==> config.mk <==
export PLATFORM = sky130hd
export DESIGN_NAME = i2s_mic_rx
export DESIGN_NICKNAME = d
export VERILOG_FILES = /design/src/rtl/i2s_mic_rx.sv
export SDC_FILE = /design/constraint.sdc
export NUM_CORES = 1
export LEC_CHECK = 0
export CORE_MARGIN = 5
export CORE_UTILIZATION = 55
export DETAILED_ROUTE_END_ITERATION = 8
export GPL_ROUTABILITY_DRIVEN = 0
export GPL_TIMING_DRIVEN = 0
export PLACE_DENSITY = 0.79
export SETUP_SLACK_MARGIN = 0.2
export SLEW_MARGIN = 10
export SYNTH_ARGS = -nofsm -noshare
export SYNTH_HDL_FRONTEND = slang
export SYNTH_SLANG_ARGS = --single-unit
==> constraint.sdc <==
create_clock -name clk_i -period 2.3 [get_ports clk_i]
set_input_delay 0.23 -clock clk_i [delete_from_list [all_inputs] [get_ports clk_i]]
set_output_delay 0.23 -clock clk_i [all_outputs]
set_load 0.005 [all_outputs]
==> src/rtl/i2s_mic_rx.sv <==
// I2S master receiver for a stereo pair of 24-bit MEMS microphones.
// Generates SCK/WS from clk_i, deserialises SD and presents a coherent
// left/right pair with a one-cycle strobe once per 64-bit frame.
module i2s_mic_rx #(
    parameter int unsigned SCK_DIV = 5
) (
    input  logic        clk_i,
    input  logic        rst_ni,
    input  logic        en_i,
    input  logic        sd_i,
    output logic        sck_o,
    output logic        ws_o,
    output logic [23:0] left_sample_o,
    output logic [23:0] right_sample_o,
    output logic        sample_stb_o
);

    localparam int unsigned SAMPLE_W = 24;
    localparam int unsigned BIT_W    = 6;
    localparam int unsigned DIV_W    = $clog2(SCK_DIV);

    localparam logic [BIT_W-1:0] SLOT_IDLE      = 6'd63;
    localparam logic [BIT_W-1:0] SLOT_LEFT_LSB  = 6'd23;
    localparam logic [BIT_W-1:0] SLOT_RIGHT_LSB = 6'd55;
    localparam logic [BIT_W-1:0] SLOT_WS_FIRST  = 6'd31;
    localparam logic [BIT_W-1:0] SLOT_WS_LAST   = 6'd62;
    localparam logic [DIV_W-1:0] DIV_LAST       = DIV_W'(SCK_DIV - 1);

    logic [DIV_W-1:0]    div_q, div_d;
    logic                sck_q, sck_d;
    logic                ws_q, ws_d;
    logic [BIT_W-1:0]    bit_q, bit_d;
    logic [SAMPLE_W-1:0] shift_q, shift_d;
    logic [SAMPLE_W-1:0] hold_q, hold_d;
    logic [SAMPLE_W-1:0] left_q, left_d;
    logic [SAMPLE_W-1:0] right_q, right_d;
    logic                stb_q, stb_d;
    logic                sd_meta_q, sd_sync_q;

    logic                div_end_c;
    logic                fall_c;
    logic                in_word_c;
    logic [SAMPLE_W-1:0] shift_in_c;

    assign div_end_c  = (div_q == DIV_LAST);
    // The clk cycle whose edge drives sck 1->0 is the fall event.
    assign fall_c     = en_i && div_end_c && sck_q;
    // Slots 0..23 and 32..55 carry data; the remaining 8 of each half are filler.
    assign in_word_c  = (bit_q[4:0] < 5'd24);
    assign shift_in_c = {shift_q[SAMPLE_W-2:0], sd_sync_q};

    // Two-flop synchroniser for the asynchronous microphone data line.
    always_ff @(posedge clk_i or negedge rst_ni) begin
        if (!rst_ni) begin
            sd_meta_q <= 1'b0;
            sd_sync_q <= 1'b0;
        end else begin
            sd_meta_q <= sd_i;
            sd_sync_q <= sd_meta_q;
        end
    end

    // Next-state: SCK divider, bit/slot counter, WS, deserialiser and capture.
    always_comb begin
        div_d   = div_q;
        sck_d   = sck_q;
        ws_d    = ws_q;
        bit_d   = bit_q;
        shift_d = shift_q;
        hold_d  = hold_q;
        left_d  = left_q;
        right_d = right_q;
        stb_d   = 1'b0;

        if (!en_i) begin
            div_d = '0;
            sck_d = 1'b0;
            ws_d  = 1'b0;
            bit_d = SLOT_IDLE;
        end else begin
            if (div_end_c) begin
                div_d = '0;
                sck_d = ~sck_q;
            end else begin
                div_d = div_q + DIV_W'(1);
            end

            if (fall_c) begin
                bit_d = bit_q + BIT_W'(1);
                // WS leads each word by one slot.
                ws_d  = (bit_d >= SLOT_WS_FIRST) && (bit_d <= SLOT_WS_LAST);
                if (in_word_c) begin
                    shift_d = shift_in_c;
                end
                if (bit_q == SLOT_LEFT_LSB) begin
                    hold_d = shift_in_c;
                end
                if (bit_q == SLOT_RIGHT_LSB) begin
                    left_d  = hold_q;
                    right_d = shift_in_c;
                    stb_d   = 1'b1;
                end
            end
        end
    end

    // State and output registers.
    always_ff @(posedge clk_i or negedge rst_ni) begin
        if (!rst_ni) begin
            div_q   <= '0;
            sck_q   <= 1'b0;
            ws_q    <= 1'b0;
            bit_q   <= SLOT_IDLE;
            shift_q <= '0;
            hold_q  <= '0;
            left_q  <= '0;
            right_q <= '0;
            stb_q   <= 1'b0;
        end else begin
            div_q   <= div_d;
            sck_q   <= sck_d;
            ws_q    <= ws_d;
            bit_q   <= bit_d;
            shift_q <= shift_d;
            hold_q  <= hold_d;
            left_q  <= left_d;
            right_q <= right_d;
            stb_q   <= stb_d;
        end
    end

    assign sck_o          = sck_q;
    assign ws_o           = ws_q;
    assign left_sample_o  = left_q;
    assign right_sample_o = right_q;
    assign sample_stb_o   = stb_q;

endmodule
After elaboration in Yosys (flattened, before gate mapping)
Index checks and enable logic that the tools add are counted.
W data, S select, Z words.
- bits in registers: 109
- output and inout bits: 51
- logic and storage cells: 39
- add/sub/neg operators: 2
- order comparisons: 3
- eq/ne operators: 5
- multiplexer cells: 11
- bitwise operators: 1
- reductions and logical operators: 6
- operator list (kind ; number):
    $mux W6 ; 2
    $reduce_and A3 Y1 ; 3
    $mux W1 ; 7
    $add A6 B1 Y6 const B ; 1
    $eq A6 B5 Y1 const B ; 1
    $eq A6 B6 Y1 const B ; 1
    $ge A6 B5 Y1 const B ; 1
    $le A6 B6 Y1 const B ; 1
    $mux W3 ; 2
    $lt A5 B5 Y1 const B ; 1
    $ne A2 B1 Y1 const B ; 2
    $add A3 B1 Y3 const B ; 1
    $eq A3 B3 Y1 const B ; 1
    $logic_and A1 B1 Y1 ; 3
    $not A1 Y1 ; 1

Logic depth before layout (Yosys ltp)
Gate-level depths: netlist of the first run.
- depth in word-level cells: 5
- mapped depth: 9
- gate-level depth less buffers: 6

Worst setup path after synthesis of the first run
OpenSTA, ideal clock, no wires.
- path kind: register to register
- start: reg div_q[0]
- end: reg hold_q[10]
- arrival: 1.776 ns
- required time: 2.175 ns
- path slack: 0.399 ns
- stages on the path, launching flop included: 10
- period minus slack after synthesis: 1.901 ns
- cell sequence: dfrtp_1 inv_1 ha_1 and3_1 buf_4 and3_4 and3b_1 buf_6 buf_8 mux2_4
- cells in the longest elaborated chain, start to end: 4
- ends and longest elaborated chain (what ; RTL line ; text):
    start: declaration ; 29 ; logic [DIV_W-1:0] div_q, div_d;
    start signal: assignment ; 120 ; div_q <= div_d;
    $eq A3 B3 Y1 ; 45 ; assign div_end_c = (div_q == DIV_LAST);
    $logic_and A1 B1 Y1 (2 in series) ; 47 ; assign fall_c = en_i && div_end_c && sck_q;
    $reduce_and A3 Y1 (no line) ; -- ;
    end signal: assignment ; 125 ; hold_q <= hold_d;
    end: declaration ; 34 ; logic [SAMPLE_W-1:0] hold_q, hold_d;
No other way between the ends.
A chain may end at the register's enable or synchronous reset.

Worst setup path after layout of the first run
- start: reg div_q[0]
- end: reg hold_q[6]
The elaborated chain is that of the path after synthesis.

==> results of run 1 <==
-- Yosys cell counts, drive strengths merged, types with 3 or more instances --
library cell	count
dfrtp	103
inv	6
nand2	10
ha	5
nand3	7
dfstp	6
mux2	95
and3	3
o21ai	3
buf	12
-- layout by cell type (no fill, tap or decap), types with 4 or more instances in the layout --
| cell | instances |
|---|---|
| buf_2 | 6 |
| buf_4 | 6 |
| clkbuf_8 | 9 |
| clkdlybuf4s50_1 | 53 |
| dfrtp_1 | 103 |
| dfstp_2 | 6 |
| inv_1 | 4 |
| mux2_2 | 66 |
| mux2_4 | 29 |
| nand2_1 | 10 |
| nand3_1 | 6 |
-- repair_timing --
| action | CTS | global route |
|---|---|---|
| resized for setup | 0 | 8 |
| endpoints found under the setup margin | 0 | 59 |
| buffers inserted | 0 | 5 |
| hold buffers | 1 | 0 |
| hold endpoints to repair | 45 | 0 |
-- flip-flops by register name, indices dropped and copies added (netlist names) --
register	count
left_sample_o	24
sd_meta_q	1
hold_q	24
div_q	3
right_sample_o	24
ws_o	1
sample_stb_o	1
shift_q	23
bit_q	6
sck_o	1
sd_sync_q	1
-- final timing paths --
| kind | end | slack, ns |
|---|---|---|
| worst max-delay path | hold_q[6] | 0.28 |
| worst min-delay path | sd_meta_q | 0.31 |
| worst max register to register | hold_q[6] | 0.28 |
| worst min register to register | sd_sync_q | 0.36 |
| max in group asynchronous | bit_q[2] | 1.24 |
| min in group asynchronous | left_sample_o[22] | 0.36 |
-- area by class of cell --
type                    instances  area share
plain buffers                  13     0.02174
clock buffers                   9     0.02265
clock inverters                 6     0.01739
inverters                       6    0.004119
multi-input cells             152      0.2886
flip-flops and latches        109      0.5002
well taps                     102     0.02334
repair buffers                 63      0.1220
-- critical path, stage by stage, from the launching register on --
cell       delay (ns)
dfrtp_1          0.41
inv_2            0.08
ha_4             0.13
and3_1           0.13
buf_4            0.14
and3_4           0.21
and3b_1          0.17
buf_6            0.18
clkbuf_16        0.18
mux2_4           0.29
-- routing by layer --
metal | track usage | up-vias | share of wire
met3 | 0.02525 | 8 | 0.034
li1 | - | 1126 | -
met5 | 0 | - | 0
met4 | 0.05252 | 0 | 0.0078
met1 | 0.2264 | 1250 | 0.47
met2 | 0.2494 | 53 | 0.49
-- power by group --
part,switching [mW],leakage [nW],total [mW],internal [mW]
sequential,0.00547,1.50,1.93,1.92
clock,0.627,0.104,1.25,0.619
combinational,0.0507,1.12,0.0784,0.0277
-- cell families after synthesis --
kind of cell             after synthesis
multiplexers                          96
buffers and inverters                 19
AND/OR/NAND/NOR                       36
adder cells (fa/ha/maj)                5
XOR/XNOR                               4
AO/OA/AOI/OAI                         11
flip-flops                           109
==> out/results.tsv, run 1 <==
metric	value	unit
status	completed	
required	2.54	ns
dp_cells	437	
core_area	7767	um^2
seqCellArea	2735	um^2
diodes	0	
maxSlewViolCount	0	
cts_tree	yes	
ant_nets	0	
die_x	99.70	um
power_leakage	2.717	nW
min_from	sd_i	
die_area	9940	um^2
synth_seq_cells	109	
grt-ovfl-total	0	
nets	363	
tightest_slew	0.4215	ns
peakVddDrop	354.2	uV
grt_util_all_layers	0.1586	
period_share	0.8774	
worst-r2r-cell-count	9	
cts.path.max_buffers	2	
start_util	0.5697	
portBuffers	54	
hold_viol_final	0	
clockRootBuffer	clkbuf_8	
synth_edf_count	0	
drc	0	
numCtsBuffers	9	
min_period	2.018	ns
yosys.area_share.simple	0.04580	
synth_compound_area_frac	0.01668	
synth_area	4425	um^2
power.density	594.9	nW/um^2
die_y	99.70	um
hp-class	in -> reg	
r2r_start	div_q[0]	
cts-htree-levels	3	
place_area	5122	um^2
ys_seq_area_frac	0.6180	
wl_per_cell	16.55	um
multi_input_area	1578	um^2
drt_iter0_markers	66	
synth_mux_area_frac	0.2686	
antenna_found_initial	0	
setup_viol	0	
fin_tns_setup	0	ns
power	3.253	mW
viasPerCell	5.298	
rsz0062_at_grt	false	
synth_flop_cell	dfrtp_1	
synthArstFlopShare	1.000	
ios	55	
clock-skew-final	0.01150	ns
placement_rows	32	
hpwl	5158	um
synth-xor-area-share	0.007916	
syn-num-nets	289	
synth_top_cell_area_share	0.5824	
holdPathStages	1	
area_growth	23.55	%
drt_first_pass_iters	4	
final_util	0.7039	
dp_slack	0.2385	ns
clock_latency	0.35	ns
clock.fmax	0.4956	GHz
worstSetupStartpointType	flop	
syn_inst	280	
nFillCells	564	
grt_pass1_vias	2503	
cp-startpoint	div_q[0]	
yosysTopAreaCell	dfrtp_1	
design_area	5468	um^2
num_vias	2437	
clk_pin_slew_worst_paths	0.10	ns
fin_cells	460	
ys_top_cells_by_area	dfrtp_1, mux2_2, mux2_4	
drv_cap	0	
crit_path_end_kind	flop	
max_slew_margin	0.7190	
synth_top_family_by_area	multiplexers	
ys_types	39	
synth_fa_ha_area_frac	0.01414	
postSynthAreaPerCell	15.81	um^2
finalWorstSetupSlack	0.2821	ns
clock-sinks	109	
drt-total-wl	7612	um
setup.worst_path.class	reg -> reg	
whs	0.3101	ns
cp_max_fo	8	
arrival	2.26	ns
drive_gt1_frac	0.4022	
synth_warnings	0	
grt_max_degree	65	
grt_pass1_wl	12710	um
(Power assumes the default switching activity.)
==> run 2, diff against run 1 <==
PLACE_DENSITY = unset   (was 0.79)
PLACE_DENSITY_LB_ADDON = 0.05   (was unset)
==> run 2 against run 1 <==
  * Core utilization down 1.8 points
  * Fmax up 2.0%
  * Design area down 2.5%
  * Global-route usage about the same
  * Non-clock buffer count down 7
  * Largest cell class unchanged
==> out/results.tsv, run 2 (same netlist as run 1, synthesis figures left out) <==
metric	value	unit	change
die_x	99.70	um	unchanged
nets	356		was 363
required	2.54	ns	about the same
grt_util_all_layers	0.1583		was 0.1586
drive_gt1_frac	0.3875		was 0.4022
drv_cap	0		unchanged
hp-class	in -> reg		unchanged
power.density	568.1	nW/um^2	was 594.9 nW/um^2
fin_tns_setup	0	ns	unchanged
power	3.027	mW	was 3.253 mW
layout_common_cells	dfrtp_1, mux2_2, clkdlybuf4s50_1		unchanged
period_share	0.8605		was 0.8774
start_util	0.5697		unchanged
clk_pin_slew_worst_paths	0.10	ns	about the same
holdPathStages	1		unchanged
die_y	99.70	um	unchanged
core_area	7767	um^2	unchanged
grt-ovfl-total	0		unchanged
wl_per_cell	15.68	um	was 16.55 um
arrival	2.22	ns	was 2.26 ns
dp_slack	0.2404	ns	was 0.2385 ns
switching_share	0.2250		was 0.2101
pwr-share-comb	0.025		was 0.024
r2r_setup_slack	0.32	ns	was 0.28 ns
drt-total-wl	7105	um	was 7612 um
antenna_found_initial	0		unchanged
drc	0		unchanged
pwr-share-clk	0.339		was 0.383
crit_path_end_kind	flop		unchanged
area_growth	20.41	%	was 23.55%
portBuffers	54		unchanged
worst-r2r-cell-count	9		unchanged
die_area	9940	um^2	unchanged
r2r_start	div_q[1]		was div_q[0]
finalWorstSetupSlack	0.3209	ns	was 0.2821 ns
nFillCells	586		was 564
cp_max_fo	10		was 8
clock_latency	0.35	ns	about the same
setup.worst_path.class	reg -> reg		unchanged
grt_pass1_vias	2482		was 2,503
seqPwrFrac	0.637		was 0.593
clock.fmax	0.5053	GHz	was 0.4956 GHz
fin_cells	453		was 460
placement_rows	32		unchanged
tightest_slew	0.4053	ns	was 0.4215 ns
ant_nets	0		unchanged
cts_tree	yes		unchanged
clockRootBuffer	clkbuf_8		unchanged
drt_first_pass_iters	4		unchanged
num_vias	2350		was 2,437
numCtsBuffers	9		unchanged
worstSetupStartpointType	flop		unchanged
p_int	2.346	mW	was 2.569 mW
rsz0062_at_grt	false		unchanged
ios	55		unchanged
hold_viol_final	0		unchanged
p_switching	681.1	uW	was 683.4 uW
r2r_end	hold_q[8]		was hold_q[6]
drt_iter0_markers	47		was 66
diodes	0		unchanged
cts.path.max_buffers	2		unchanged
maxSlewViolCount	0		unchanged
min_period	1.979	ns	was 2.018 ns
grt_pass1_wl	12560	um	was 12,710 um
viasPerCell	5.188		was 5.298
min_from	sd_i		unchanged
clock-sinks	109		unchanged
peakVddDrop	522.9	uV	was 354.2 uV
hpwl	4908	um	was 5158 um
status	completed		unchanged
power_leakage	2.654	nW	was 2.717 nW
max_slew_margin	0.7298		was 0.7190
clock-skew-final	0.006487	ns	was 0.01150 ns
layout_commonest_cell	dfrtp_1		unchanged
dp_cells	437		unchanged
grt_max_degree	71		was 65
setup_viol	0		unchanged
holdPathEnd	sd_meta_q		unchanged
cts-htree-levels	3		unchanged
## run 2: cell count changes in the layout (fill, tap and decap cells not counted), moves of 2 or more
cell and change:
buf_4 -5, clkbuf_16 -2, bufinv_16 -2, clkinv_4 +3
## run 2: final cells by class
type	instances	area, um^2	area share
clock buffer	9	123.9	0.02324
timing repair buffer	56	579.3	0.1087
inverter	6	22.52	0.004226
sequential	109	2735	0.5133
clock inverter	6	50.05	0.009392
tap	102	127.6	0.02395
multi-input combinational	152	1575	0.2956
buffer	13	115.1	0.02160
## run 2: worst max-delay path by stage
stage / depth (start not counted) / from / endpoint / slack [ns]
after CTS: 9 / div_q[0] / hold_q[10] / 0.22
after detailed placement: 9 / div_q[0] / hold_q[10] / 0.24
after floorplan: 9 / div_q[0] / hold_q[10] / 0.40
final: 9 / div_q[1] / hold_q[8] / 0.32
after global routing: 9 / div_q[0] / hold_q[8] / 0.20
after global placement: 1 / rst_ni / right_sample_o[8] / -3.07
## run 2: power groups by stage
stage	sequential (mW)	combinational, mW	clock (mW)
2_1_floorplan	1.96	0.0169	0
3_3_place_gp	1.96	0.0646	0
3_5_place_dp	1.96	0.0716	0
4_1_cts	1.93	0.0734	1.06
5_1_grt	1.93	0.0902	1.15
6_report	1.93	0.0748	1.02
## run 2: per-layer routing
layer	track usage	vias to the layer above	wire length, um
met1	0.2198	1179	3299
li1	-	1116	-
met2	0.2447	48	3387
met5	0	-	0
met4	0.05042	0	87
met3	0.04137	7	332
## run 2: through the flow
stage               area (um^2)    util  hold WS (ns)
floorplan                  4425       -      -0.06559
CTS                        5306  0.6832        0.3036
global placement           5094  0.6558        0.3374
global route               5329  0.6861        0.2961
finish                     5329  0.6861        0.3203
detailed placement         5122  0.6595        0.1568
## run 2: timing repair
action,in CTS,in global routing
endpoints found under the setup margin,0,59
setup buffers,0,0
hold buffers,1,0
resized for setup,0,6
hold endpoints to repair,39,0
## run 2: critical path, cell delays in order (launching register included)
cell	delay, ns
dfrtp_1	0.40
inv_2	0.08
ha_4	0.14
and3_1	0.14
buf_4	0.13
and3_4	0.20
and3b_1	0.17
buf_6	0.14
buf_12	0.15
mux2_4	0.30
==> run 3, diff against run 2 <==
CORE_ASPECT_RATIO = 0.5   (was unset)
GPL_ROUTABILITY_DRIVEN = unset   (was 0)
==> run 3 against run 2 <==
  * Sequential cell count is the same
  * Critical endpoint is now hold_q[22]
  * Die area up 1.1%
  * Critical path type unchanged
  * Clock power is 67% higher
==> out/results.tsv, run 3 (same netlist as run 1, synthesis figures left out) <==
metric	value	unit	change
drt-total-wl	7799	um	was 7105 um
cp.depth	9		unchanged
grt-ovfl-total	0		unchanged
grt_pass1_vias	2597		was 2,482
fin_cells	468		was 453
power_leakage	2.759	nW	was 2.654 nW
critPathTopFamily	buffers and inverters		was simple AND/OR/NAND/NOR gates
worst-r2r-cell-count	9		unchanged
drt_iter0_markers	115		was 47
min_period	2.035	ns	was 1.979 ns
crit_chain	inv_2 -> ha_4 -> and3_1 -> buf_4 -> and3_4 -> and3b_1 -> buf_6 -> clkbuf_16 -> mux2_4		was inv_2 -> ha_4 -> and3_1 -> buf_4 -> and3_4 -> and3b_1 -> buf_6 -> buf_12 -> mux2_4
viasPerCell	5.224		was 5.188
maxSlewViolCount	0		unchanged
clock-skew-final	0.004148	ns	was 0.006487 ns
gp_congestion	0.8468		
hpwl	5154	um	was 4908 um
clk_pin_slew_worst_paths	0.07	ns	was 0.10 ns
die_y	73.43	um	was 99.70 um
slowest_delay	0.40	ns	about the same
period_share	0.8846		was 0.8605
ios	55		unchanged
worstSetupStartpointType	flop		unchanged
cts-htree-levels	3		unchanged
num_vias	2445		was 2,350
drive_gt1_frac	0.3904		was 0.3875
cts.path.max_buffers	2		unchanged
cts_tree	yes		unchanged
clock-sinks	109		unchanged
diodes	0		unchanged
crit_path_end_kind	flop		unchanged
worst-path-buf-inv	4		unchanged
grt_util_all_layers	0.1694		was 0.1583
rsz0062_at_grt	false		unchanged
layout_common_cells	dfrtp_1, mux2_2, clkdlybuf4s50_1		unchanged
hold_viol_final	0		unchanged
core_area	7914	um^2	was 7767 um^2
grt_max_degree	78		was 71
power.density	665.9	nW/um^2	was 568.1 nW/um^2
area_growth	25.87	%	was 20.41%
ant_nets	0		unchanged
numCtsBuffers	9		unchanged
tightest_slew	0.3780	ns	was 0.4053 ns
peakVddDrop	383.0	uV	was 522.9 uV
wl_per_cell	16.66	um	was 15.68 um
antenna_found_initial	0		unchanged
required	2.53	ns	was 2.54 ns
clock_latency	0.34	ns	was 0.35 ns
dp_cells	447		was 437
placement_rows	23		was 32
cp_max_fo	8		was 10
grt_pass1_wl	12900	um	was 12,560 um
hp-class	in -> async		was in -> reg
max_slew_margin	0.7480		was 0.7298
clockRootBuffer	clkbuf_16		was clkbuf_8
clock.fmax	0.4915	GHz	was 0.5053 GHz
nets	361		was 356
die_x	136.9	um	was 99.70 um
finalWorstSetupSlack	0.2655	ns	was 0.3209 ns
status	completed		unchanged
die_area	10050	um^2	was 9940 um^2
drt_first_pass_iters	4		unchanged
final_util	0.7039		was 0.6861
drv_cap	0		unchanged
dp_slack	0.2254	ns	was 0.2404 ns
fin_tns_setup	0	ns	unchanged
arrival	2.26	ns	was 2.22 ns
cp_slowest_cell	dfrtp_1		unchanged
whs	0.3432	ns	was 0.3203 ns
layout_commonest_cell	dfrtp_1		unchanged
start_util	0.5592		was 0.5697
portBuffers	54		unchanged
drc	0		unchanged
setup_viol	0		unchanged
setup.worst_path.class	reg -> reg		unchanged
## run 3: cell types whose count changed in the layout (fill, tap and decap cells not counted)
| cell | previous run | this run |
|---|---|---|
| buf_4 | 1 | 4 |
| bufinv_16 | 0 | 3 |
| clkbuf_1 | 1 | 3 |
| clkbuf_16 | 0 | 11 |
| clkbuf_8 | 9 | 0 |
| clkinv_2 | 1 | 0 |
| clkinv_4 | 3 | 0 |
| inv_8 | 1 | 0 |
## run 3: worst paths after layout
kind                       slack [ns]                 end  startpoint
setup / recovery                 0.27          hold_q[22]    div_q[1]
hold / removal                   0.34  right_sample_o[21]      rst_ni
setup reg to reg                 0.27          hold_q[22]    div_q[1]
hold reg to reg                  0.37           sd_sync_q   sd_meta_q
max in group asynchronous        1.26            bit_q[0]      rst_ni
min in group clk_i               0.35           sd_meta_q        sd_i
## run 3: final cells by class
cell class                 instances  area (um^2)
inverter                           6        22.52
buffer                            13        115.1
timing repair buffer              61        651.9
clock inverter                     4        97.59
clock buffer                      11        232.7
multi-input combinational        152         1575
tap                              112        140.1
fill                             563         2344
sequential                       109         2735
## run 3: worst reg2reg max path: stages (launching register included)
cell and delay, ns:
dfrtp_1 0.40, inv_2 0.08, ha_4 0.14, and3_1 0.14, buf_4 0.14, and3_4 0.20, and3b_1 0.17, buf_6 0.17
clkbuf_16 0.18, mux2_4 0.29
## run 3: report_power, final
part,switching [mW],internal (mW),total [mW]
registers,0.00566,1.92,1.93
clock network,0.642,1.06,1.70
logic,0.0524,0.0263,0.0787
total,0.701,3.01,3.71
## run 3: routing by layer
metal,track usage,share of wire,wire (um),vias to the layer above
li1,-,-,-,1128
met3,0.05814,0.047,367,8
met5,0,0,0,-
met1,0.2269,0.47,3686,1262
met4,0.04757,0.011,83,0
met2,0.2672,0.47,3662,47
## run 3: what timing repair did
item / CTS / global route
gates resized for setup: 3 / 3
gates cloned: 0 / 2
endpoints found under the setup margin: 20 / 41
pin swaps: 0 / 1
setup buffers: 0 / 3
hold endpoints to repair: 32 / 0
hold buffers: 1 / 0
## run 3: through the flow
step,cell area (um^2),power (mW)
floorplan,4425,1.981
global placement,5106,2.027
CTS,5488,3.755
detailed placement,5135,2.037
global route,5570,3.858
finish,5570,3.709
